--- src/rtl/module_bin_bcd.sv ---
// Sequential binary-to-BCD converter using shift-and-add-3 (double dabble).
// One shift per clock; the result is published with a one-cycle listo pulse.
module module_bin_bcd #(
  parameter int WIDTH  = 16,
  parameter int DIGITS = 5
) (
  input  logic                  clk,
  input  logic                  rst,
  input  logic [WIDTH-1:0]      numero_input,
  input  logic                  inicio,
  output logic [4*DIGITS-1:0]   bcd_out,
  output logic                  listo,
  output logic                  ocupado
);

  localparam int BW = 4 * DIGITS;
  localparam int CW = (WIDTH > 1) ? $clog2(WIDTH) : 1;

  typedef enum logic [1:0] {
    S_IDLE  = 2'd0,
    S_SHIFT = 2'd1,
    S_DONE  = 2'd2
  } state_t;

  state_t          r_state;
  state_t          w_next;
  logic [WIDTH-1:0] r_bin;
  logic [BW-1:0]   r_scratch;
  logic [BW-1:0]   w_corr;
  logic [BW-1:0]   r_bcd;
  logic [CW-1:0]   r_cnt;
  logic            r_listo;
  logic            r_ocupado;

  // Add 3 to every BCD digit that is 5 or more, all digits in parallel.
  function automatic logic [BW-1:0] f_add3(input logic [BW-1:0] s);
    logic [3:0] d;
    f_add3 = s;
    for (int i = 0; i < DIGITS; i++) begin
      d = s[4*i +: 4];
      if (d >= 4'd5) begin
        f_add3[4*i +: 4] = d + 4'd3;
      end else begin
        f_add3[4*i +: 4] = d;
      end
    end
  endfunction

  assign w_corr = f_add3(r_scratch);

  // State register.
  always_ff @(posedge clk) begin
    if (!rst) begin
      r_state <= S_IDLE;
    end else begin
      r_state <= w_next;
    end
  end

  // Next-state logic.
  always_comb begin
    w_next = r_state;
    case (r_state)
      S_IDLE: begin
        if (inicio) begin
          w_next = S_SHIFT;
        end else begin
          w_next = S_IDLE;
        end
      end
      S_SHIFT: begin
        if (r_cnt == CW'(WIDTH - 1)) begin
          w_next = S_DONE;
        end else begin
          w_next = S_SHIFT;
        end
      end
      S_DONE:  w_next = S_IDLE;
      default: w_next = S_IDLE;
    endcase
  end

  // Datapath: capture, shift with correction, publish; outputs are registered.
  always_ff @(posedge clk) begin
    if (!rst) begin
      r_bin     <= '0;
      r_scratch <= '0;
      r_cnt     <= '0;
      r_bcd     <= '0;
      r_listo   <= 1'b0;
      r_ocupado <= 1'b0;
    end else begin
      r_listo   <= 1'b0;
      r_ocupado <= (w_next != S_IDLE);
      case (r_state)
        S_IDLE: begin
          if (inicio) begin
            r_bin     <= numero_input;
            r_scratch <= '0;
            r_cnt     <= '0;
          end else begin
            r_cnt     <= r_cnt;
          end
        end
        S_SHIFT: begin
          {r_scratch, r_bin} <= {w_corr[BW-2:0], r_bin, 1'b0};
          r_cnt              <= r_cnt + CW'(1);
        end
        S_DONE: begin
          // Only a finished conversion ever reaches bcd_out.
          r_bcd   <= r_scratch;
          r_listo <= 1'b1;
        end
        default: begin
          r_cnt <= '0;
        end
      endcase
    end
  end

  assign bcd_out = r_bcd;
  assign listo   = r_listo;
  assign ocupado = r_ocupado;

endmodule
--- config.mk ---
export PLATFORM = sky130hd
export DESIGN_NAME = module_bin_bcd
export DESIGN_NICKNAME = d
export VERILOG_FILES = /design/src/rtl/module_bin_bcd.sv
export SDC_FILE = /design/constraint.sdc
export NUM_CORES = 1
export LEC_CHECK = 0
export ABC_AREA = 1
export CORE_ASPECT_RATIO = 1.4
export CORE_MARGIN = 2
export CORE_UTILIZATION = 60
export DETAILED_ROUTE_END_ITERATION = 7
export DONT_BUFFER_PORTS = 1
export PLACE_DENSITY = 0.8
export SLEW_MARGIN = 20
export SYNTH_ARGS = -nofsm -noshare
export SYNTH_HDL_FRONTEND = slang
export SYNTH_SLANG_ARGS = --single-unit
--- constraint.sdc ---
create_clock -name clk -period 1.5 [get_ports clk]
set_input_delay 0.3 -clock clk [delete_from_list [all_inputs] [get_ports clk]]
set_output_delay 0.3 -clock clk [all_outputs]
set_load 0.005 [all_outputs]
[Word level (Yosys, flattened, before mapping)]
Cells that the tools add are included.
Storage, ports and cells
  output and inout bits: 22
  register bits: 64
Operators by class
  add/sub/neg operators: 6
  reductions and logical operators: 5
  magnitude comparators: 5
  bitwise gates (word level): 1
  mux-type cells: 15
  equal/unequal tests: 4
Operator list (count)
  $pmux W20 S2: 1
  $pmux W16 S2: 1
  $ge A4 B3 Y1 const B: 5
  $mux W20: 1
  $mux W4: 5
  $add A4 B2 Y4 const B: 4
  $mux W16: 1
  $pmux W4 S3: 1
  $add A4 B1 Y4 const B: 1
  $eq A4 B4 Y1 const B: 1
  $pmux W2 S2: 1
  $reduce_and A2 Y1: 2
  $reduce_bool A2 Y1: 2
  $add A3 B2 Y3 const B: 1
  $mux W3: 1
  $eq A2 B1 Y1 const B: 1
  $eq A2 B2 Y1 const B: 1
  $logic_not A2 Y1: 1
  $mux W1: 2
  $mux W2: 1
  $ne A2 B2 Y1 const B: 1
  $not A1 Y1: 1

[Logic depth before layout (Yosys ltp)]
  depth in word-level cells: 4
  gate-level depth with buffers: 9

[Worst setup path after synthesis]
OpenSTA, ideal clock, no wires.
  path kind: register -> register
  from: reg r_scratch[0]
  to: reg r_scratch[4]
  path slack: 322 ps
  buffers on the path: 0
  cell stages (with the launch flop): 10
  clock period less this slack: 1178 ps
  setup time: 64 ps
  required time: 1436 ps
  data arrival time: 1114 ps
  cell sequence: dfxtp_1 > inv_1 > ha_1 > inv_1 > nand2_1 > nand3_1 > nand2_1 > nor2_1 > nor2_1 > nor2_1
On the way
  longest elaborated chain between the ends: 3
RTL lines
  start: declaration: line 28  | logic [BW-1:0] r_scratch;
  start signal: assignment: line 106  | {r_scratch, r_bin} <= {w_corr[BW-2:0], r_bin, 1'b0};
  $add A4 B2 Y4 or $ge A4 B3 Y1 (tied branches): line 42, 41
  $mux W4 *: line 41  | if (d >= 4'd5) begin
  $pmux W20 S2 *: line 95  | case (r_state)
Every way passes the cells marked *; elsewhere a longest branch is shown, timed or not.
A chain may end at the register's enable or synchronous reset.

[Worst setup path in the final report]
  from: reg r_state[0]
  to: reg r_bin[14]
On the way
  longest elaborated chain between the ends: 3
RTL lines
  start: declaration: line 25  | state_t r_state;
  start signal: assignment: line 56  | r_state <= w_next;
  $eq A2 B1 Y1 or $logic_not A2 Y1 (tied branches): line 95
  $reduce_bool A2 Y1 (no line) or $ne A2 B2 Y1 (tied branches)
  $reduce_and A2 Y1 (no line)
  end signal: assignment: line 98  | r_bin <= numero_input;
  end signal: assignment: line 106
  end: declaration: line 27  | logic [WIDTH-1:0] r_bin;
Parallel ways exist; a longest one is shown, timed or not.

==> results.py <==
metrics = {
    "global_route": {
        "grt_max_degree": 35,
        "gr-total-overflow": 0,
        "grt_pass1_vias": 2406,
        "grt_pass1_wl_mm": 10.2,
        "grt_antenna_before_repair": 0,
        "grt_use_total": 0.237,
    },
    "finish": {
        "synthToLayoutAreaGrowth_pct": 10.5,
        "n_fill_cell": 399,
        "finalNetCount": 433,
        "drive_gt1_frac": 0.0811,
        "antennaDiodeCount": 0,
        "fin_area_sq_um": 3250,
        "final_common_cell": "nand2_1",
        "layout_common_cells": "78 x nand2_1, 63 x dfxtp_1, 51 x a21oi_1, 45 x o21ai_0, 43 x inv_1",
    },
    "routing": {
        "wl_per_cell_um": 13.1,
        "num_vias": 2599,
        "drt_wl_total_mm": 6.17,
        "viasPerCell": 5.52,
        "drt-pass1-iter-count": 5,
        "ant_nets": 0,
        "drc": 0,
        "first_iter_violations": 183,
    },
    "sta": {
        "finalSetupTns_ns": 0,
        "worstMarginPinSlew_ns": 0.464,
        "fin_skew_ns": 0.00557,
        "relSlewSlack": 0.690,
        "period_share": 0.885,
        "fin_crit_ns": 1.33,
        "drv_slew": 0,
        "fmax_mhz": 754,
        "worst_slack_ns": 0.173,
        "rsz0062_at_grt": "no",
        "setup_viol": 0,
        "finalHoldViolations": 0,
    },
    "die": {
        "core-area_sq_um": 4770,
        "row_count": 30,
        "die_area_sq_um": 5480,
        "die_w_um": 63.2,
        "initial_core_util": 0.617,
        "die_y_um": 86.8,
        "pin_count": 41,
    },
    "critical_path": {
        "worst-path-max-fanout": 30,
        "regToRegSetupSlack_ns": 0.17,
        "critPathBufInv": 1,
        "worstPathCellList": "o21ai_4 -> buf_12 -> a21oi_1 -> o21a_1",
        "slowest_stage": "o21ai_4",
        "reg2reg_from": "r_state[0]",
        "cp-end-kind": "flop",
        "worstSetupEndpoint": "r_bin[14]",
        "timing.critical_path.depth": 4,
        "r2r-end": "r_bin[14]",
        "critical_path_class": "flop to flop",
        "crit_family": "compound AO/OA/AOI/OAI gates",
        "rr_worst_depth": 4,
        "required_ns": 1.75,
        "critPathMaxStageDelay_ns": 0.43,
        "crit_arrival_ns": 1.58,
        "cp-start-kind": "flop",
        "worstSetupStartpoint": "r_state[0]",
    },
    "logic_synthesis": {
        "postSynth.asyncResetShare": 0,
        "synth_area_leaders": "dfxtp_1 44%, nand2_1 10%, a21oi_1 8.7%",
        "synth_compound_area_frac": 0.215,
        "yosysWarnings": 0,
        "muxShareOfSynthArea": 0,
        "avgSynthCellArea_sq_um": 7.31,
        "syn_inst": 402,
        "ys_seq_area_frac": 0.436,
        "ys_types": 21,
        "yosys.area_share.simple": 0.208,
        "synth_top_area_cell": "dfxtp_1",
        "synth_top_family_by_area": "compound AO/OA/AOI/OAI gates",
        "synth-xor-area-share": 0,
        "synth_fa_ha_area_frac": 0.0468,
        "synth_fp_nets": 432,
        "synth_flop_cell": "dfxtp_1",
        "synth_area_sq_um": 2940,
        "synth_edf_count": 0,
        "synth_top_area_share": 0.436,
        "synth.ff_latch_count": 64,
    },
    "clock_tree": {
        "cts_root_buffer": "clkbuf_8",
        "cts_tree": "yes",
        "cts-buffers-inserted": 9,
        "clock-sinks": 64,
        "post-cts-setup-buffer-count": 0,
        "cts_hold_buf": 0,
        "clk_latency_ns": 0.35,
        "ctsHtreeMaxLevel": 3,
        "clock_path_buffers": 2,
        "path_clk_slew_ns": 0.07,
    },
    "placement": {
        "place_area_sq_um": 3040,
        "dp_slack_ns": 0.114,
        "io_buffers": 0,
        "gp_congestion": 0.849,
        "dp_hpwl_mm": 4.12,
    },
    "power": {
        "ir_worst_vdd_uv": 766,
        "powerDensity_nw_per_um2": 1110,
        "finalPower_mw": 3.60,
        "power.leakage_nw": 1.38,
    },
    "job": {
        "maxCapViolCount": 0,
    },
    "min_path": {
        "hold_class": "primary input to flop",
    },
    "run_status": {
        "outcome": "complete, no violations",
    },
}
## final cells by class
cell class,count,area (sq um),share of cell area
Sequential cell,64,1280,0.395
Clock buffer,12,165,0.0509
Timing Repair Buffer,10,113,0.0347
Clock inverter,3,40.0,0.0123
Tap cell,64,80.1,0.0247
Inverter,46,173,0.0532
Multi-Input combinational cell,272,1390,0.429
## metrics by stage
stage / instances / utilization / hold WS [ns]
after floorplan: 402 / - / 0.424
after global placement: 456 / 0.637 / 0.444
after detailed placement: 456 / 0.637 / 0.448
after CTS: 471 / 0.680 / 0.0827
after global routing: 471 / 0.681 / 0.0842
final: 471 / 0.681 / 0.0937
## synthesized netlist by cell type, drive strengths merged (11+ instances only)
cell	count
o21a	14
buf	16
o21ai	46
nor2	31
nand2	79
dfxtp	64
nand4	11
a21oi	51
nand3	23
ha	11
inv	46
## flip-flops by register name, indices dropped and copies added (netlist names)
| name | flops |
|---|---|
| bcd_out | 20 |
| listo | 1 |
| ocupado | 1 |
| r_bin | 16 |
| r_cnt | 4 |
| r_scratch | 20 |
| r_state | 2 |
## routing by layer
layer | wire [um] | GRT usage | share of wire | vias up
met4 | 148 | 0.131 | 0.024 | 0
met2 | 3100 | 0.426 | 0.50 | 80
li1 | - | - | - | 1325
met1 | 2590 | 0.250 | 0.42 | 1178
met5 | 0 | 0 | 0 | -
met3 | 337 | 0.0649 | 0.055 | 16
## repair_timing
item / 4_1_cts / 5_1_grt
endpoints found under the setup margin: 0 / 3
hold endpoints to repair: 0 / 0
resized for setup: 0 / 2
## worst min path at each step
stage                     startpoint     endpoint  slack (ns)  depth (start not counted)
after detailed placement         rst   bcd_out[0]        0.45                          2
after global routing             rst  bcd_out[11]        0.08                          2
after global placement      r_bin[1]     r_bin[1]        0.44                          2
after floorplan             r_bin[1]     r_bin[1]        0.42                          2
after CTS                        rst   bcd_out[1]        0.08                          2
final                            rst   bcd_out[1]        0.09                          2
## power by group
group | internal (mW) | leakage (nW) | switching (mW) | total, mW
clock | 0.888 | 0.108 | 0.635 | 1.52
sequential | 1.75 | 0.521 | 0.0223 | 1.78
combinational | 0.115 | 0.747 | 0.183 | 0.299
## logic make-up (layout without fill, tap and decap cells)
kind of cell	after synthesis	in the layout
adders and majority gates	11	11
and+or+nand+nor	145	145
buffers and inverters	66	71
AOI/OAI and AO/OA	116	116
DFF	64	64
(Power assumes the default switching activity.)
